File: src/rtl/hc595_pkg.sv
// Shared types and constants for the hc595 chain controller.
package hc595_pkg;

  typedef enum logic [2:0] {
    IDLE,
    SHIFT_LO,
    SHIFT_HI,
    LATCH,
    CLEAR
  } state_t;

  localparam int HC595_WIDTH = 8;

  function automatic int chain_width(input int n_chips);
    return HC595_WIDTH * n_chips;
  endfunction

endpackage

File: src/rtl/hc595_phase_timer.sv
// Half-phase timer: phase_end is high on the last clk of every CLK_DIV-cycle phase.
// Held in reload while restart is high so the first phase after restart is full length.
module hc595_phase_timer #(
  parameter int CLK_DIV = 2
) (
  input  logic clk,
  input  logic rst,
  input  logic restart,
  output logic phase_end
);

  localparam int CW = (CLK_DIV > 1) ? $clog2(CLK_DIV) : 1;
  localparam logic [CW-1:0] RELOAD = CW'(CLK_DIV - 1);

  logic [CW-1:0] cnt;

  always_ff @(posedge clk or posedge rst) begin
    if (rst) begin
      cnt <= '0;
    end else if (restart || cnt == '0) begin
      cnt <= RELOAD;
    end else begin
      cnt <= cnt - 1'b1;
    end
  end

  assign phase_end = (cnt == '0);

endmodule

File: src/rtl/hc595_ctrl.sv
// Serialises a parallel word into a daisy chain of hc595 devices, latches it with rclk,
// and offers a clear sequence plus registered output enable. All pins are registered.
module hc595_ctrl
  import hc595_pkg::*;
#(
  parameter int N_CHIPS   = 1,
  parameter int CLK_DIV   = 2,
  parameter int MSB_FIRST = 1
) (
  input  logic                 clk,
  input  logic                 rst,
  input  logic [8*N_CHIPS-1:0] data_i,
  input  logic                 valid_i,
  output logic                 ready_o,
  input  logic                 clear_i,
  input  logic                 oe_en_i,
  output logic                 busy_o,
  output logic                 done_o,
  output logic                 ser,
  output logic                 srclk,
  output logic                 rclk,
  output logic                 srclr_n,
  output logic                 oe_n
);

  localparam int W  = chain_width(N_CHIPS);
  localparam int BW = (W > 1) ? $clog2(W) : 1;

  state_t         state;
  logic [W-1:0]   sreg;
  logic [W-1:0]   sreg_nxt;
  logic [BW-1:0]  bitcnt;
  logic           clr_phase;
  logic           phase_end;

  function automatic logic lead_bit(input logic [W-1:0] v);
    return (MSB_FIRST != 0) ? v[W-1] : v[0];
  endfunction

  always_comb begin
    sreg_nxt = (MSB_FIRST != 0) ? {sreg[W-2:0], 1'b0} : {1'b0, sreg[W-1:1]};
  end

  hc595_phase_timer #(.CLK_DIV(CLK_DIV)) u_timer (
    .clk       (clk),
    .rst       (rst),
    .restart   (state == IDLE),
    .phase_end (phase_end)
  );

  always_ff @(posedge clk or posedge rst) begin
    if (rst) begin
      oe_n <= 1'b1;
    end else begin
      oe_n <= ~oe_en_i;
    end
  end

  always_ff @(posedge clk or posedge rst) begin
    if (rst) begin
      state     <= IDLE;
      sreg      <= '0;
      bitcnt    <= '0;
      clr_phase <= 1'b0;
      ser       <= 1'b0;
      srclk     <= 1'b0;
      rclk      <= 1'b0;
      srclr_n   <= 1'b1;
      done_o    <= 1'b0;
      ready_o   <= 1'b1;
    end else begin
      done_o <= 1'b0;
      case (state)
        IDLE: begin
          ser <= 1'b0;
          // Clear wins over a simultaneous load; the load stays pending.
          if (clear_i) begin
            state     <= CLEAR;
            clr_phase <= 1'b0;
            srclr_n   <= 1'b0;
            ready_o   <= 1'b0;
          end else if (valid_i) begin
            state   <= SHIFT_LO;
            sreg    <= data_i;
            bitcnt  <= BW'(W - 1);
            ser     <= lead_bit(data_i);
            ready_o <= 1'b0;
          end
        end
        SHIFT_LO: begin
          if (phase_end) begin
            srclk <= 1'b1;
            state <= SHIFT_HI;
          end
        end
        SHIFT_HI: begin
          if (phase_end) begin
            srclk <= 1'b0;
            if (bitcnt == '0) begin
              rclk  <= 1'b1;
              state <= LATCH;
            end else begin
              bitcnt <= bitcnt - 1'b1;
              sreg   <= sreg_nxt;
              ser    <= lead_bit(sreg_nxt);
              state  <= SHIFT_LO;
            end
          end
        end
        LATCH: begin
          if (phase_end) begin
            rclk    <= 1'b0;
            ser     <= 1'b0;
            done_o  <= 1'b1;
            ready_o <= 1'b1;
            state   <= IDLE;
          end
        end
        CLEAR: begin
          if (phase_end) begin
            if (!clr_phase) begin
              srclr_n   <= 1'b1;
              rclk      <= 1'b1;
              clr_phase <= 1'b1;
            end else begin
              rclk    <= 1'b0;
              done_o  <= 1'b1;
              ready_o <= 1'b1;
              state   <= IDLE;
            end
          end
        end
        default: state <= IDLE;
      endcase
    end
  end

  assign busy_o = ~ready_o;

endmodule

File: config.mk
export PLATFORM = sky130hd
export DESIGN_NAME = hc595_ctrl
export DESIGN_NICKNAME = d
export VERILOG_FILES = /design/src/rtl/hc595_pkg.sv /design/src/rtl/hc595_phase_timer.sv /design/src/rtl/hc595_ctrl.sv
export SDC_FILE = /design/constraint.sdc
export NUM_CORES = 1
export LEC_CHECK = 0
export CAP_MARGIN = 20
export CORE_ASPECT_RATIO = 0.9
export CORE_MARGIN = 4
export CORE_UTILIZATION = 46
export DETAILED_ROUTE_END_ITERATION = 16
export PLACE_DENSITY = 0.75
export SLEW_MARGIN = 20
export SYNTH_ARGS = -nofsm -noshare
export SYNTH_HDL_FRONTEND = slang
export SYNTH_SLANG_ARGS = --single-unit
File: constraint.sdc
create_clock -name clk -period 1.65 [get_ports clk]
set_clock_uncertainty 0.2 [all_clocks]
set_input_delay 0.495 -clock clk [delete_from_list [all_inputs] [get_ports clk]]
set_output_delay 0.495 -clock clk [all_outputs]
set_load 0.02 [all_outputs]
-- After elaboration in Yosys (flattened, before gate mapping)
Cells that the tools add are included.
- register bits after elaboration: 22
- bits of input ports: 13
- output and inout bits: 8
- word-level logic and storage cells: 97
- add/sub/neg operators: 2
- equality and inequality tests: 16
- muxes and demuxes: 47
- bitwise logic cells: 3
- reductions and logical operators: 17
- operator list (cell ; number):
    $mux 3 ; 11
    $mux 7 ; 4
    $ne 2x2->1 const B ; 11
    $mux 1 ; 21
    $pmux 3 s5 ; 1
    $reduce_and 5->1 ; 3
    $pmux 7 s2 ; 1
    $pmux 1 s3 ; 3
    $reduce_bool 3->1 ; 3
    $pmux 1 s2 ; 4
    $reduce_and 4->1 ; 2
    $eq 3x2->1 const B ; 2
    $logic_not 3->1 ; 2
    $pmux 3 s2 ; 1
    $reduce_and 3->1 ; 2
    $reduce_and 6->1 ; 1
    $reduce_bool 2->1 ; 3
    $eq 3x1->1 const B ; 1
    $eq 3x3->1 const B ; 1
    $ne 3x3->1 const B ; 1
    $not 1->1 ; 3
    $sub 3x1->3 const B ; 1
    $mux 2 ; 1
    $logic_or 1x1->1 ; 1
    $sub 1x1->1 const B ; 1

-- Longest topological paths before layout
- depth after elaboration: 4
- gate-level depth with buffers: 7
- depth with buffers taken out: 6

-- Cells and area by module
Synthesis repeated with hierarchy kept, for this count alone.
- cell total of the unflattened synthesis: 115
- area total of the unflattened synthesis: 1134.8 um^2
- modules (own cells, without submodules) (module ; instances ; cells an instance ; area each (um^2) ; seq. area each (um^2)):
    hc595_ctrl ; 1 ; 111 ; 1096.1 ; 529.3
    hc595_phase_timer ; 1 ; 4 ; 38.8 ; 25.0

-- Least setup slack after synthesis
OpenSTA, ideal clock, no wires.
- path type: in2reg
- start point: in clear_i
- end point: reg bitcnt[2]
- setup time: 0.121 ns
- arrival time: 1.417 ns
- required time: 1.329 ns
- path slack: -0.088 ns
- stages: 4
- buffers on the path: 0
- cell sequence: or3b_4 a21oi_2 nand2_1 a22o_1
- longest elaborated chain between the ends: 2
- ends and longest elaborated chain (what ; RTL line ; text):
    start, declared ; hc595_ctrl.sv:15 ; input logic clear_i,
    $ne 2x2->1 (no source line) ; n/a ;
    $reduce_and 5->1 (no source line) ; n/a ;
    end signal, assigned ; hc595_ctrl.sv:85 ; bitcnt <= BW'(W - 1);
    end signal, assigned ; hc595_ctrl.sv:103 ; bitcnt <= bitcnt - 1'b1;
    end, declared ; hc595_ctrl.sv:32 ; logic [BW-1:0] bitcnt;
Every way passes these cells.
A chain may end at the register's enable or synchronous reset.

-- Final worst setup path
- start point: in clear_i
- end point: reg bitcnt[0]
The elaborated chain is that of the path after synthesis.

==> impl_metrics.env <==
export IMPL_worstPathArrival_ns=1.84
export IMPL_design_core_area_mm2=0.00226
export IMPL_tritoncts="yes"
export IMPL_routed_via_density=5.59
export IMPL_timing_fmax_mhz=556
export IMPL_seqCellArea_um2=556
export IMPL_cp_cell_sequence="dlygate4sd2_1, or3b_4, a221oi_4, buf_6, nand2_1, o21ai_2"
export IMPL_crit_required_ns=1.69
export IMPL_clkPwrFrac=0.107
export IMPL_vias=1135
export IMPL_ys_warn_count=0
export IMPL_period_share=1.09
export IMPL_final_cells=203
export IMPL_placed_area_mm2=0.00155
export IMPL_combPwrFrac=0.545
export IMPL_power_frac_seq=0.347
export IMPL_drv_cap=0
export IMPL_finalPower_mw=2.77
export IMPL_ant_nets=0
export IMPL_setup_viol=15
export IMPL_tightest_slew_ns=0.430
export IMPL_hpwl_mm=2.02
export IMPL_start_kind="input port"
export IMPL_drive_above_1_share=0.460
export IMPL_relSlewSlack=0.711
export IMPL_die_h_um=55.1
export IMPL_layout_commonest_cell="buf_4"
export IMPL_status="finished, violations left"
export IMPL_violations="setup timing"
export IMPL_grt_pass1_vias=1065
export IMPL_synth_distinct_cells=31
export IMPL_cts_buffers_inserted=3
export IMPL_path_delay_family="simple AND/OR/NAND/NOR gates"
export IMPL_hold_path_class="input port to asynchronous set/reset pin"
export IMPL_multi_input_area_um2=661
export IMPL_p_switching_mw=1.13
export IMPL_fill_cells=134
export IMPL_drtIter0Drc=88
export IMPL_worstPathMaxFanout=5
export IMPL_cts_sinks=22
export IMPL_utilization=0.781
export IMPL_leakage_nw=0.764
export IMPL_final_cell_mix="25 x buf_4, 18 x dfrtp_1, 11 x nor2_1, 11 x o21ai_0, 10 x clkdlybuf4s50_1"
export IMPL_htree_levels=1
export IMPL_swShare=0.410
export IMPL_insertion_delay_ns=0.31
export IMPL_rsz0062_at_grt="yes"
export IMPL_p_int_mw=1.63
export IMPL_dp_cells=192
export IMPL_crit_type="input port to flip-flop"
export IMPL_die_w_um=60.4
export IMPL_power_density_mw_per_mm2=1570
export IMPL_initial_core_util=0.502
export IMPL_grt_max_degree=23
export IMPL_syn_inst=126
export IMPL_syn_avg_cell_area_um2=9.01
export IMPL_cp_end_kind="flip-flop"
export IMPL_grt_first_pass_wirelength_mm=4.89
export IMPL_ys_ff_latch=22
export IMPL_design_area_mm2=0.00177
export IMPL_antenna_found_initial=0
export IMPL_portBuffers=20
export IMPL_synth_area_mm2=0.00113
export IMPL_cts_max_path_buffers=2
export IMPL_cts_hold_buf=0
export IMPL_slowest_delay_ns=0.42
export IMPL_die_area_mm2=0.00333
export IMPL_ir_drop_uv=1210
export IMPL_drc=0
export IMPL_drtPass1Iterations=4
export IMPL_nNetsFinal=192
export IMPL_area_growth_pct=55.7
export IMPL_clk_pin_slew_worst_paths_ns=0.12
export IMPL_ios=21
export IMPL_ys_seq_area_frac=0.488
export IMPL_setup_tns_ns=-1.45
export IMPL_fin_ws_ns=-0.150
export IMPL_routedWlPerCell_um=16.1
export IMPL_drt_total_wl_mm=3.27
export IMPL_place_ws_ns=-0.661
export IMPL_path_buf_inv=2
export IMPL_maxSlewViolCount=0
export IMPL_period_needed_ns=1.80
export IMPL_synth_nets=141
export IMPL_gp_congestion=0.877
export IMPL_root_buffer="clkbuf_4"
export IMPL_hold_slack_ns=0.281
export IMPL_core_rowCount=16
export IMPL_antenna_cells=0
export IMPL_grt_total_usage=0.205
export IMPL_grt_ovfl_total=0
export IMPL_hold_viol=0
export IMPL_cp_slowest_cell="or3b_4"
==> worst min-delay path, cell delays in order <==
cell and delay [ns]:
clkdlybuf4s50_1 0.39, inv_1 0.09, buf_12 0.17
==> cell type report <==
cell class / instances / share of cell area
Timing Repair Buffer: 51 / 0.253
Clock buffer: 4 / 0.0205
Multi-Input combinational cell: 90 / 0.374
Tap cell: 27 / 0.0191
Sequential cell: 22 / 0.314
Inverter: 9 / 0.0191
==> logic make-up (layout without fill, tap and decap cells) <==
group / Yosys count / in the layout / share of synthesized area
mux: 1 / 1 / 0.00882
compound gates: 39 / 39 / 0.214
buf+inv: 14 / 64 / 0.0507
simple gates: 48 / 48 / 0.216
flops: 22 / 22 / 0.488
fa+ha+maj: 2 / 2 / 0.0220
==> Yosys cell counts (all sizes together) <==
cell type,instances,share of area
a21o,1,0.0066
nor2b,2,0.011
or3,6,0.033
clkbuf,4,0.017
buf,1,0.0044
or2,2,0.011
mux2i,1,0.0088
nand3,1,0.0044
nor2,19,0.063
a31oi,1,0.0055
nor3,4,0.018
nand4b,1,0.0077
a22oi,1,0.0066
or3b,2,0.020
o221ai,1,0.0077
dfstp,3,0.069
o22ai,1,0.0055
nand2b,2,0.011
a22o,1,0.0077
nand2,8,0.026
a21oi,16,0.074
a221oi,1,0.023
o21ai,14,0.062
ha,2,0.022
nor3b,1,0.011
o41ai,1,0.0077
dfrtp,19,0.42
o22a,1,0.0077
inv,9,0.030
==> repair_timing <==
action                     in CTS  in global routing
resized for setup              65                 20
setup endpoints to repair      23                 18
pin swaps                       7                  7
cloned                          0                  0
setup buffers                   4                  3
==> final timing paths <==
path | from | to | slack, ns | cells past startpoint
worst min-delay path | rst | bitcnt[1] | 0.28 | 3
min in group clk | srclk | srclk | 0.34 | 2
max in group asynchronous | rst | srclr_n | 0.74 | 3
worst max register to register | state[1] | bitcnt[0] | -0.14 | 5
worst max-delay path | clear_i | bitcnt[0] | -0.15 | 6
worst min register to register | srclk | srclk | 0.34 | 2
==> flip-flops by register name, summed over array words and instances (netlist names) <==
name	flops
rclk	1
ready_o	1
u_timer.cnt	1
ser	1
srclk	1
clr_phase	1
state	3
done_o	1
bitcnt	3
srclr_n	1
sreg	7
oe_n	1
==> power by group through the flow <==
stage | combinational, mW | sequential [mW] | clock, mW
2_1_floorplan | 0.639 | 0.993 | 0
6_report | 1.51 | 0.961 | 0.297
3_3_place_gp | 1.21 | 0.918 | 0
3_5_place_dp | 1.23 | 0.935 | 0
4_1_cts | 1.32 | 0.934 | 0.310
5_1_grt | 1.67 | 0.989 | 0.324
==> routing by layer <==
metal	global-route usage	wire (um)	vias up	part of all wire
met5	0	0	-	0
met4	0.0812	77	0	0.024
met3	0.0487	210	12	0.064
met2	0.365	1660	47	0.51
met1	0.238	1330	535	0.41
li1	-	-	541	-
Note: power is estimated with default switching activity, not from simulation.
